## src/rtl/npu_dma_master.sv

```systemverilog
// npu_dma_master: single-channel bus initiator that copies len words from src to dst.
// Optional build macro NPU_DMA_FILL_EN adds a fill mode that writes one constant word len times.
`timescale 1ns/1ps

module npu_dma_master #(
    parameter int DWidth   = 32,
    parameter int LenWidth = 16
) (
    input  logic                clk_i,
    input  logic                rst_ni,
    input  logic                start_i,
    input  logic [DWidth-1:0]   src_addr_i,
    input  logic [DWidth-1:0]   dst_addr_i,
    input  logic [LenWidth-1:0] len_i,
`ifdef NPU_DMA_FILL_EN
    input  logic                fill_i,
    input  logic [DWidth-1:0]   fill_data_i,
`endif
    output logic                busy_o,
    output logic                done_o,
    output logic                err_o,
    output logic [1:0]          trans_o,
    output logic                write_o,
    output logic [DWidth-1:0]   addr_o,
    output logic [DWidth-1:0]   wdata_o,
    input  logic [DWidth-1:0]   rdata_i,
    input  logic                resp_i,
    input  logic                ready_i,
    output logic [2:0]          state_o
);

    localparam logic [2:0] ST_IDLE    = 3'd0;
    localparam logic [2:0] ST_RD_ADDR = 3'd1;
    localparam logic [2:0] ST_RD_DATA = 3'd2;
    localparam logic [2:0] ST_WR_ADDR = 3'd3;
    localparam logic [2:0] ST_WR_RESP = 3'd4;
    localparam logic [2:0] ST_DONE    = 3'd5;

    localparam logic [1:0] TRANS_IDLE   = 2'b00;
    localparam logic [1:0] TRANS_NONSEQ = 2'b10;

    logic [2:0]          state_q, state_d;
    logic [DWidth-1:0]   src_q, dst_q, buf_q;
    logic [LenWidth-1:0] cnt_q;
    logic                err_q;
    logic                fill_mode;
    logic                fill_start;

`ifdef NPU_DMA_FILL_EN
    logic fill_q;
    assign fill_mode  = fill_q;
    assign fill_start = fill_i;
`else
    assign fill_mode  = 1'b0;
    assign fill_start = 1'b0;
`endif

    // Bus handshake: an address or data phase completes on the first cycle with
    // ready_i=1; while ready_i=0 every bus output is held exactly as it was.
    always_comb begin
        state_d = state_q;
        case (state_q)
            ST_IDLE: begin
                if (start_i) begin
                    if (len_i == '0)     state_d = ST_DONE;
                    else if (fill_start) state_d = ST_WR_ADDR;
                    else                 state_d = ST_RD_ADDR;
                end
            end
            ST_RD_ADDR: begin
                if (ready_i) state_d = ST_RD_DATA;
            end
            ST_RD_DATA: begin
                if (ready_i) state_d = resp_i ? ST_DONE : ST_WR_ADDR;
            end
            ST_WR_ADDR: begin
                if (ready_i) state_d = ST_WR_RESP;
            end
            ST_WR_RESP: begin
                if (ready_i) begin
                    if (resp_i || cnt_q == LenWidth'(1)) state_d = ST_DONE;
                    else if (fill_mode)                 state_d = ST_WR_ADDR;
                    else                                state_d = ST_RD_ADDR;
                end
            end
            ST_DONE: state_d = ST_IDLE;
            default: state_d = ST_IDLE;
        endcase
    end

    always_ff @(posedge clk_i or negedge rst_ni) begin
        if (!rst_ni) begin
            state_q <= ST_IDLE;
            src_q   <= '0;
            dst_q   <= '0;
            cnt_q   <= '0;
            buf_q   <= '0;
            err_q   <= 1'b0;
`ifdef NPU_DMA_FILL_EN
            fill_q  <= 1'b0;
`endif
        end else begin
            state_q <= state_d;
            case (state_q)
                ST_IDLE: begin
                    if (start_i) begin
                        src_q <= src_addr_i;
                        dst_q <= dst_addr_i;
                        cnt_q <= len_i;
                        err_q <= 1'b0;
`ifdef NPU_DMA_FILL_EN
                        fill_q <= fill_i;
                        if (fill_i) buf_q <= fill_data_i;
`endif
                    end
                end
                ST_RD_DATA: begin
                    if (ready_i) begin
                        if (resp_i) err_q <= 1'b1;
                        else        buf_q <= rdata_i;
                    end
                end
                ST_WR_RESP: begin
                    if (ready_i) begin
                        if (resp_i) begin
                            err_q <= 1'b1;
                        end else begin
                            // Address arithmetic wraps naturally at 2^DWidth.
                            src_q <= src_q + DWidth'(4);
                            dst_q <= dst_q + DWidth'(4);
                            cnt_q <= cnt_q - LenWidth'(1);
                        end
                    end
                end
                default: ;
            endcase
        end
    end

    // Bus outputs decode only from registered state so no ready/resp path reaches them.
    always_comb begin
        trans_o = TRANS_IDLE;
        write_o = 1'b0;
        addr_o  = '0;
        case (state_q)
            ST_RD_ADDR: begin
                trans_o = TRANS_NONSEQ;
                addr_o  = {src_q[DWidth-1:2], 2'b00};
            end
            ST_WR_ADDR: begin
                trans_o = TRANS_NONSEQ;
                write_o = 1'b1;
                addr_o  = {dst_q[DWidth-1:2], 2'b00};
            end
            default: ;
        endcase
    end

    assign wdata_o = buf_q;
    assign busy_o  = (state_q != ST_IDLE);
    assign done_o  = (state_q == ST_DONE);
    assign err_o   = err_q;
    assign state_o = state_q;

endmodule
```

## config.mk

```make
export PLATFORM = sky130hd
export DESIGN_NAME = npu_dma_master
export DESIGN_NICKNAME = d
export VERILOG_FILES = /design/src/rtl/npu_dma_master.sv
export SDC_FILE = /design/constraint.sdc
export NUM_CORES = 1
export LEC_CHECK = 0
export BUFFER_PORTS_ARGS = -buffer_cell sky130_fd_sc_hd__buf_4
export CAP_MARGIN = 0
export CORE_ASPECT_RATIO = 1.5
export CORE_MARGIN = 2
export CORE_UTILIZATION = 40
export CTS_CLUSTER_SIZE = 12
export DETAILED_ROUTE_END_ITERATION = 10
export PLACE_DENSITY = 0.66
export SYNTH_ARGS = -nofsm -noshare
export SYNTH_HDL_FRONTEND = slang
export SYNTH_SLANG_ARGS = --single-unit
```

## constraint.sdc

```tcl
create_clock -name clk_i -period 2.2 [get_ports clk_i]
set_clock_uncertainty 0.2 [all_clocks]
set_input_delay 0.22 -clock clk_i [delete_from_list [all_inputs] [get_ports clk_i]]
set_output_delay 0.22 -clock clk_i [all_outputs]
set_load 0.005 [all_outputs]
```

==> results of run 1 <==
## path summary, 6_finish.rpt
kind / startpoint / end / cells past startpoint
worst max-delay path: ready_i / src_q[26] / 7
worst min-delay path: src_addr_i[6] / src_q[6] / 3
worst max register to register: dst_q[2] / dst_q[28] / 7
worst min register to register: cnt_q[11] / cnt_q[11] / 1
max in group asynchronous: rst_ni / state_o[2] / 3
min in group asynchronous: rst_ni / src_q[4] / 3
## power groups by stage
stage	combinational [W]	clock (W)	sequential [W]
after CTS	0.00647	0.00160	0.00394
after global placement	0.00624	0	0.00395
after floorplan	0.00381	0	0.00379
final	0.00668	0.00157	0.00398
after detailed placement	0.00635	0	0.00398
after global routing	0.00736	0.00167	0.00415
## per-layer routing
layer	share of wire, %	up-vias	global-route usage (%)
met2	51	238	42.89
met1	41	3460	30.69
met3	4.7	39	2.681
met4	2.6	0	8.631
li1	-	3431	-
met5	0	-	0
## area by class of cell
class / count / area share (%)
multi-input combinational: 580 / 36.94
timing repair buffer: 335 / 28.62
sequential: 112 / 28.44
tap: 210 / 2.664
clock buffer: 10 / 2.322
inverter: 15 / 0.5709
clock inverter: 6 / 0.4314
## sequential cells by signal, summed over array words and instances, names as in the netlist
name     count
src_q       30
cnt_q       16
err_o        1
state_o      3
dst_q       30
wdata_o     32
## through the flow
stage / area, µm² / std cells / power [W] / hold slack, ns
after floorplan: 6721 / 773 / 0.007600 / -0.2756
after global placement: 8657 / 1165 / 0.01019 / 0.1649
after detailed placement: 8657 / 1165 / 0.01032 / 0.1635
after CTS: 9759 / 1264 / 0.01202 / 0.001300
after global routing: 9862 / 1268 / 0.01319 / 0.009683
final: 9862 / 1268 / 0.01223 / 0.001784
## cells in the final DEF, fill, tap and decap left out, drive strengths merged, types with 5 or more instances in the layout
master / synthesis / layout
nor2: 71 / 71
nand3: 39 / 39
a31oi: 10 / 10
dlygate4sd3: 0 / 83
or4: 9 / 9
dfrtp: 112 / 112
nor4: 20 / 20
a21oi: 85 / 85
clkbuf: 37 / 11
mux2: 33 / 33
or3: 6 / 6
nand4: 22 / 22
nor3: 18 / 18
buf: 29 / 251
o311ai: 10 / 10
a2bb2oi: 12 / 12
o21ai: 59 / 59
inv: 15 / 17
and3: 6 / 6
o32ai: 5 / 5
mux2i: 31 / 31
a22oi: 6 / 6
nand2: 62 / 62
o22ai: 21 / 21
## timing repair
item / 4_1_cts / 5_1_grt
hold buffers: 83 / 0
setup endpoints to repair: 0 / 21
endpoints found under the hold margin: 195 / 0
gates resized for setup: 0 / 17
buffers inserted: 0 / 3
## worst min-delay path, delay by kind of cell
kind                   cells  cell delay, ns
buffers and inverters      1            0.08
AOI/OAI and AO/OA          2            0.22
## logic make-up (layout without fill, tap and decap cells)
kind of cell	after synthesis	in the layout
compound gates	237	237
fa+ha+maj	4	4
buf+inv	81	366
flops	112	112
mux	64	64
other cells	1	3
simple gates	272	272
==> summary.txt, run 1 <==
Status
  • Status: complete, no violations

Pwr
  • Leak: 4.221 nW
  • Clock power frac: approximately an eighth
  • P_int: approximately 0.007 W
  • PD cells: 1240 nW/µm²
  • Worst IR Drop VDD: about 570 µV
  • Sequential fraction of design power: 32.5%
  • Logic pwr share: 54.6%
  • Switching share of power: between 40% and 50%
  • NetSw: between 0.005 and 0.006 W

Synth
  • Post-synth top area cell: dfrtp_1
  • Post-Synth Simple-Gate Area: approximately 21%
  • YS warnings: 0
  • Synthesized area per cell: just under 9 µm²
  • Post-synth ARST share: between 90% and 100%
  • Most frequent cells after synthesis: dfrtp_1 (112), a21oi_1 (84), nor2_1 (71)
  • Synth area leaders: dfrtp_1 (42%), a21oi_1 (6.3%), mux2_2 (5.5%)
  • Mapped Cells: ~770
  • Count leader, synth: dfrtp_1
  • Yosys cell types: 60
  • Share of the synthesized area in the top cell type: 41.74%
  • Fraction of synthesized cell area in xor and xnor cells: 0%
  • Area fraction in compound gates after synthesis: between 20% and 30%
  • Post-synthesis mux area share: 10.16%
  • Syn Std Cell Area: approximately 6700 µm²
  • Largest family of logic cells by synthesized area: compound AO/OA/AOI/OAI gates
  • Post-synth EDFFs: 0
  • Seq/Total Area, Yosys: 41.74%
  • #FFs+latches synth: 112
  • Fraction of the mapped netlist area in adder cells: 0.7454%
  • Main synth FF type: dfrtp_1

Global route
  • Initial antenna violation count: 0
  • Vias in the first global route: around 6900
  • First-pass GRT wire length: about 34000 µm
  • Gr ovfl total: 0
  • Global Route Usage Sum: 24.50%
  • Largest net degree at the start of global routing: 113

Critical path
  • CP Cell Sequence: dlygate4sd3_1, buf_4, nand2_1, or4_1, buf_4, o32ai_1, nor3_1
  • Crit path arrival time: roughly 2.2 ns
  • Worst-path maximum fanout: 9
  • Path type of the worst setup path: in -> reg
  • Critical Path RT: around 2.2 ns
  • Top delay family on crit path: buffers and inverters
  • CP max-delay cell: or4_1
  • Startpoint Class: primary input
  • Crit end category: register
  • Reg-to-reg slack, setup: approximately 0.13 ns
  • WP buf/inv: 3
  • Critical Path Most Common Cell: buf_4
  • Highest cell delay on the worst timing path: between 0.5 and 0.6 ns

STA
  • Setup_tns: 0 ns
  • Final Cycle Share: slightly below 100%
  • Fmax: between 0.4 and 0.5 GHz
  • Slew Viols, Final: 0
  • RSZ-0062 raised after global routing: no
  • Worst slew pin tran: around 0.69 ns
  • Finish-stage setup viols: 0
  • Final hold violations: 0
  • Post-route setup slack: 0.07317 ns
  • Max transition margin: 53.73%
  • Min Clock Period, post-route: between 2 and 2.5 ns

Finish
  • Final core occ: about three fifths
  • Multi-input gate area: between 3000 and 4000 µm²
  • Area Overhead vs Synth: 46.89%
  • Layout Nets: around 1200
  • Share of cells above drive strength 1: around a third
  • Reg area: between 2000 and 3000 µm²
  • # fillers: ~1500
  • Antenna diode count: 0

Die
  • Row count: 58
  • DIE HEIGHT: ~160 µm
  • CORE AREA: roughly 17000 µm²
  • Die footprint: around 18000 µm²
  • Starting Density: approximately two fifths
  • Top Ports: 190
  • Chip width: 109.8 µm

Place
  • DP HPWL: 15030 µm
  • I/O Buffers: about 180
  • RePlAce Congestion: 0.8666
  • Place WS: just over 0.08 ns

Route
  • Iter 0 DRT Violations: roughly 450
  • Vias: about 7200
  • Wire length per cell: roughly 17 µm
  • Detail Route Antenna Nets: 0
  • First drt pass iteration count: 5
  • Remaining routing DRC violations: 0
  • WL final: around 22000 µm
  • Routed vias/inst: 5.653

Clock network
  • Root Buffer: clkbuf_16
  • CTS Buf Count: 9
  • Clock sinks: roughly 110
  • Bufs on Longest Clock Path: 2
  • Worst skew pair latency: around 0.35 ns
  • Clk slew on worst S/H paths: roughly 0.08 ns
  • CTS tree: built
  • H-tree depth: 3

Flow run
  • Maxcap violations: 0

Worst hold path
  • Worst Hold Class: in -> reg
(Power assumes the default switching activity.)
==> run 2: changes to the inputs <==
- CELL_PAD_IN_SITES_DETAIL_PLACEMENT: not set -> 1
- CELL_PAD_IN_SITES_GLOBAL_PLACEMENT: not set -> 1
- CORE_UTILIZATION: 40 -> 35
- PLACE_DENSITY: 0.66 -> not set
- PLACE_DENSITY_LB_ADDON: not set -> 0.1
==> run 2 against run 1 <==
Die area increased by 14%. Critical endpoint is now addr_o[13]. Worst setup slack got worse by 0.012 ns. Highest routed layer unchanged. Critical path depth decreased by 2. Non-clock buffer count increased by 5. Sequential cell count unchanged. Utilization decreased by 6.3 points. Sequential power increased by 2%. Total power increased by 4.7%. Clock power increased by 13%. Sequential share of layout area decreased by 0.57 points. Clock-buffer cell count decreased by 1. First-iteration DRC count decreased by 39%.
==> summary.txt, run 2 (same netlist as run 1, synthesis figures left out) <==
Status
  • Status: complete, no violations

Route
  • First drt pass iteration count: 4
  • Detail Route Antenna Nets: 0
  • Remaining routing DRC violations: 0
  • Vias: ~7300
  • Wire length per cell: 19.72 µm
  • WL final: 26010 µm
  • Iter 0 DRT Violations: 277
  • Routed vias/inst: about 5.6

STA
  • Slew Viols, Final: 0
  • Max transition margin: between 60% and 70%
  • Worst slew pin tran: 0.5020 ns
  • Final Cycle Share: a little over nine tenths
  • Setup_tns: 0 ns
  • RSZ-0062 raised after global routing: yes
  • Final hold violations: 0
  • Fmax: between 0.4 and 0.5 GHz
  • Min Clock Period, post-route: 2.139 ns
  • Finish-stage setup viols: 0
  • Hold WS: 0.002019 ns

Critical path
  • Worst-path maximum fanout: 18
  • CP max-delay cell: dfrtp_2
  • Crit path arrival time: 1.72 ns
  • Top delay family on crit path: buffers and inverters
  • Crit end category: output pin
  • WP buf/inv: 3
  • Startpoint Class: register
  • CP Cell Sequence: buf_4, buf_8, mux2i_2, nor2_1, buf_4
  • Highest cell delay on the worst timing path: 0.44 ns
  • Path type of the worst setup path: reg -> out
  • Critical Path Most Common Cell: buf_4
  • Critical Path RT: around 1.8 ns

Pwr
  • Leak: between 4 and 5 nW
  • Worst IR Drop VDD: ~460 µV
  • PD cells: around 1300 nW/µm²
  • Tot Pwr: around 0.013 W

Clock network
  • CTS Buf Count: 9
  • CTS tree: built
  • H-tree depth: 3
  • Clock sinks: 112
  • Worst skew pair latency: around 0.37 ns
  • Bufs on Longest Clock Path: 2
  • Root Buffer: clkbuf_16
  • Clk slew on worst S/H paths: 0.08 ns

Finish
  • Max reg flops: 32
  • Area Overhead vs Synth: 50.11%
  • # fillers: approximately 2200
  • Most common cell after layout, fill and taps aside: buf_4
  • Layout Nets: 1179
  • Final instance area: between 10000 and 15000 µm²
  • Share of cells above drive strength 1: about a third
  • Antenna diode count: 0
  • Most frequent cells in the layout: buf_4 (242), dfrtp_1 (107), dlygate4sd3_1 (85)

Place
  • I/O Buffers: ~180
  • RePlAce Congestion: approximately 0.84
  • DP HPWL: roughly 18000 µm
  • Placement-stage cell area: ~9000 µm²

Die
  • Row count: 62
  • Die footprint: between 20000 and 25000 µm²
  • Starting Density: between 30% and 40%
  • CORE AREA: 19010 µm²
  • Top Ports: 190
  • DIE HEIGHT: about 170 µm
  • Chip width: between 100 and 150 µm

Global route
  • Initial antenna violation count: 0
  • Gr ovfl total: 0
  • First-pass GRT wire length: a little over 40000 µm
  • Vias in the first global route: a little under 8000
  • Largest net degree at the start of global routing: 55
  • Global Route Usage Sum: approximately a quarter

Worst hold path
  • Worst Hold Class: in -> reg

Flow run
  • Maxcap violations: 0
==> run 2: cell count changes in the layout (fill, tap and decap cells not counted), moves of 4 or more <==
cell | previous run | this run
nor2_1 | 64 | 70
o311ai_0 | 8 | 4
o311ai_1 | 1 | 6
buf_12 | 6 | 11
nor2_2 | 7 | 0
==> run 2: cell type report <==
class,count,area [µm²],share of cell area (%)
multi-input cells,580,3669,36.40
inverters,15,56.30,0.5587
clock inverters,7,85.08,0.8442
well taps,256,320.3,3.178
repair buffers,340,2914,28.91
clock buffers,9,225.2,2.235
flip-flops and latches,112,2809,27.87
==> run 2: worst register-to-register path, stage by stage, from the launching register on <==
cell and delay [ns]:
dfrtp_1 0.43, or4_4 0.59, or4_4 0.53, a21oi_2 0.15
a2bb2oi_1 0.15
==> run 2: per-stage QoR <==
stage,setup WS (ns),util (%),cells
after global placement,0.09703,46.29,1213
final,0.06078,53.03,1319
after detailed placement,-0.007781,46.29,1213
after CTS,0.009850,52.63,1316
after floorplan,0.02423,-,773
after global routing,-0.01543,53.03,1319
==> run 2: path summary, 6_finish.rpt <==
path | start | endpoint | slack (ns) | depth (start not counted)
min reg2reg | wdata_o[25] | wdata_o[25] | 0.31 | 1
max in group asynchronous | rst_ni | cnt_q[14] | 1.19 | 3
min in group asynchronous | rst_ni | wdata_o[12] | 0.02 | 2
min | len_i[13] | cnt_q[13] | 0.002 | 3
max reg2reg | cnt_q[10] | cnt_q[14] | 0.08 | 4
max | state_o[1] | addr_o[13] | 0.06 | 5
==> run 2: layer usage <==
layer | global-route usage (%) | routed length (µm) | up-vias
li1 | - | - | 3447
met5 | 0 | 0 | -
met2 | 46.51 | 13980 | 199
met1 | 30.83 | 10290 | 3664
met3 | 2.832 | 1065 | 38
met4 | 9.559 | 672 | 0
==> run 2: timing repair <==
| item | 4_1_cts | 5_1_grt |
|---|---|---|
| hold buffers | 85 | 0 |
| gates resized for setup | 7 | 20 |
| buffers inserted | 2 | 3 |
| setup endpoints to repair | 11 | 31 |
| endpoints found under the hold margin | 197 | 0 |
| gates cloned | 0 | 0 |
| pin swaps | 1 | 2 |
==> run 2: where the power goes <==
group / total [W] / leakage (nW) / internal, W / switching (W)
logic: 0.00698 / 2.80 / 0.00328 / 0.00370
registers: 0.00405 / 1.34 / 0.00304 / 0.00100
clock network: 0.00178 / 0.146 / 0.000910 / 0.000867
==> run 3: changes to the inputs <==
- CORE_ASPECT_RATIO: 1.5 -> 0.75
==> run 3 against run 2 <==
Critical path depth did not move. Sequential cell count did not move. Combinational power barely moved. Register-to-register slack improved by 0.02 ns. Cell count barely moved. Wire length fell by 0.15%. Maximum frequency rose by 1.0%. Clock-buffer cell count did not move. Total power fell by 0.83%. Critical path type unchanged. Largest power group unchanged. Highest routed layer unchanged.
==> summary.txt, run 3 (same netlist as run 1, synthesis figures left out) <==
Place
  • RePlAce Congestion: around 0.88
  • Placement-stage cell area: between 8000 and 9000 µm²
  • I/O Buffers: 182
  • DP HPWL: 17720 µm
  • Placed Cells incl. Taps: between 1000 and 1500

Pwr
  • Worst IR Drop VDD: between 500 and 600 µV
  • PD cells: 1256 nW/µm²
  • Leak: ~4.3 nW

Finish
  • Max reg flops: 32
  • Final instance area: 10110 µm²
  • Share of cells above drive strength 1: around a third
  • Area Overhead vs Synth: 50.63%
  • Most frequent cells in the layout: buf_4 (245), dfrtp_1 (109), dlygate4sd3_1 (93)
  • Antenna diode count: 0
  • Most common cell after layout, fill and taps aside: buf_4
  • Final cell count without fillers: between 1000 and 1500
  • Layout Nets: approximately 1200

Critical path
  • Crit end category: output pin
  • Capture point of the worst path: addr_o[4]
  • CP max-delay cell: dfrtp_2
  • Worst Setup SP: state_o[2]
  • Worst-path maximum fanout: 16
  • Path type of the worst setup path: reg -> out
  • R2R depth: 6
  • Critical Path Most Common Cell: buf_4
  • Critical Path RT: approximately 1.8 ns
  • Worst r2r src: src_q[15]
  • Reg-to-reg slack, setup: roughly 0.10 ns
  • Startpoint Class: register
  • CP Cell Sequence: buf_4, nand2b_4, buf_12, nor2_2, buf_4
  • Crit path arrival time: roughly 1.7 ns
  • Highest cell delay on the worst timing path: ~0.48 ns
  • R2R Path End: src_q[25]

Clock network
  • Bufs on Longest Clock Path: 2
  • Root Buffer: clkbuf_16
  • CTS tree: built
  • Clk slew on worst S/H paths: 0.09 ns
  • CTS Buf Count: 9
  • Clock sinks: 112
  • Worst skew pair latency: about 0.36 ns
  • H-tree depth: 3

Worst hold path
  • Worst Hold Class: in -> reg

STA
  • Min Clock Period, post-route: 2.118 ns
  • Final hold violations: 0
  • Finish-stage setup viols: 0
  • Worst slew pin tran: just over 0.6 ns
  • Max transition margin: 59.00%
  • Final Cycle Share: a little over nine tenths
  • Fmax: between 0.4 and 0.5 GHz
  • Slew Viols, Final: 0
  • Setup_tns: 0 ns

Route
  • First drt pass iteration count: 5
  • WL final: about 26000 µm
  • Routed vias/inst: roughly 5.6
  • Iter 0 DRT Violations: between 400 and 500
  • Wire length per cell: between 15 and 20 µm
  • Remaining routing DRC violations: 0
  • Vias: ~7400
  • Detail Route Antenna Nets: 0

Flow run
  • Maxcap violations: 0

Die
  • Die footprint: 20320 µm²
  • Chip width: between 150 and 200 µm
  • DIE HEIGHT: about 120 µm
  • Top Ports: 190
  • Row count: 43
  • Starting Density: 35.96%
  • CORE AREA: about 19000 µm²

Status
  • Status: complete, no violations

Global route
  • First-pass GRT wire length: ~40000 µm
  • Initial antenna violation count: 0
  • Gr ovfl total: 0
  • Global Route Usage Sum: around 26%
  • Vias in the first global route: 7545
  • Largest net degree at the start of global routing: 54
[run 3: cell count changes in the layout (fill, tap and decap cells not counted), moves of 4 or more]
cell           change
nor2_2            +13
buf_12             -4
dlygate4sd3_1      +8
o311ai_1           -4
nor2_1            -12
[run 3: routing by layer]
| layer | vias to the layer above | track usage, % | wire (µm) |
|---|---|---|---|
| met1 | 3670 | 34.76 | 11560 |
| met3 | 35 | 4.329 | 1383 |
| li1 | 3461 | - | - |
| met2 | 237 | 42.12 | 12600 |
| met4 | 0 | 7.127 | 424 |
| met5 | - | 0 | 0 |
[run 3: timing repair]
item,4_1_cts,5_1_grt
pin swaps,0,1
hold buffers,93,0
setup buffers,0,2
gates cloned,0,1
endpoints found under the hold margin,129,0
resized for setup,5,30
setup endpoints to repair,34,53
[run 3: where the power goes]
part | switching, W | total, W | internal (W)
registers | 0.00102 | 0.00406 | 0.00304
clock network | 0.000887 | 0.00168 | 0.000797
logic | 0.00369 | 0.00696 | 0.00327
total | 0.00559 | 0.0127 | 0.00711
[run 3: how the worst min path moves through the flow]
stage / endpoint / slack, ns / start / cells past startpoint
2_1_floorplan: cnt_q[0] / -0.28 / rst_ni / 0
3_3_place_gp: src_q[13] / 0.07 / rst_ni / 1
3_5_place_dp: src_q[15] / 0.07 / rst_ni / 1
4_1_cts: dst_q[8] / 0.002 / dst_addr_i[8] / 3
5_1_grt: state_o[2] / 0.02 / len_i[2] / 4
6_report: dst_q[26] / 0.02 / dst_addr_i[26] / 3
[run 3: critical path, delay by kind of cell, from the launching register on]
| kind | cells | cell delay [ns] |
|---|---|---|
| buffers and inverters | 3 | 0.50 |
| DFF | 1 | 0.48 |
| and+or+nand+nor | 2 | 0.34 |
[run 3: per-stage QoR]
stage                     setup slack, ns  power, W  utilization [%]  hold WS, ns
final                             0.08244   0.01270            54.17      0.01765
after floorplan                   0.02423  0.007600                -      -0.2756
after detailed placement          0.01343   0.01057            46.81      0.07335
after CTS                         0.01566   0.01245            53.43     0.002400
after global routing            -0.006974   0.01365            54.17      0.01926
after global placement            0.05985   0.01025            46.81      0.06720
[run 3: cell type report]
class / instances / area (µm²)
multi-input combinational: 580 / 3695
timing repair buffer: 348 / 2958
fill: 2131 / 8556
clock buffer: 9 / 225.2
inverter: 15 / 56.30
clock inverter: 7 / 63.81
sequential: 112 / 2806
tap: 247 / 309.0
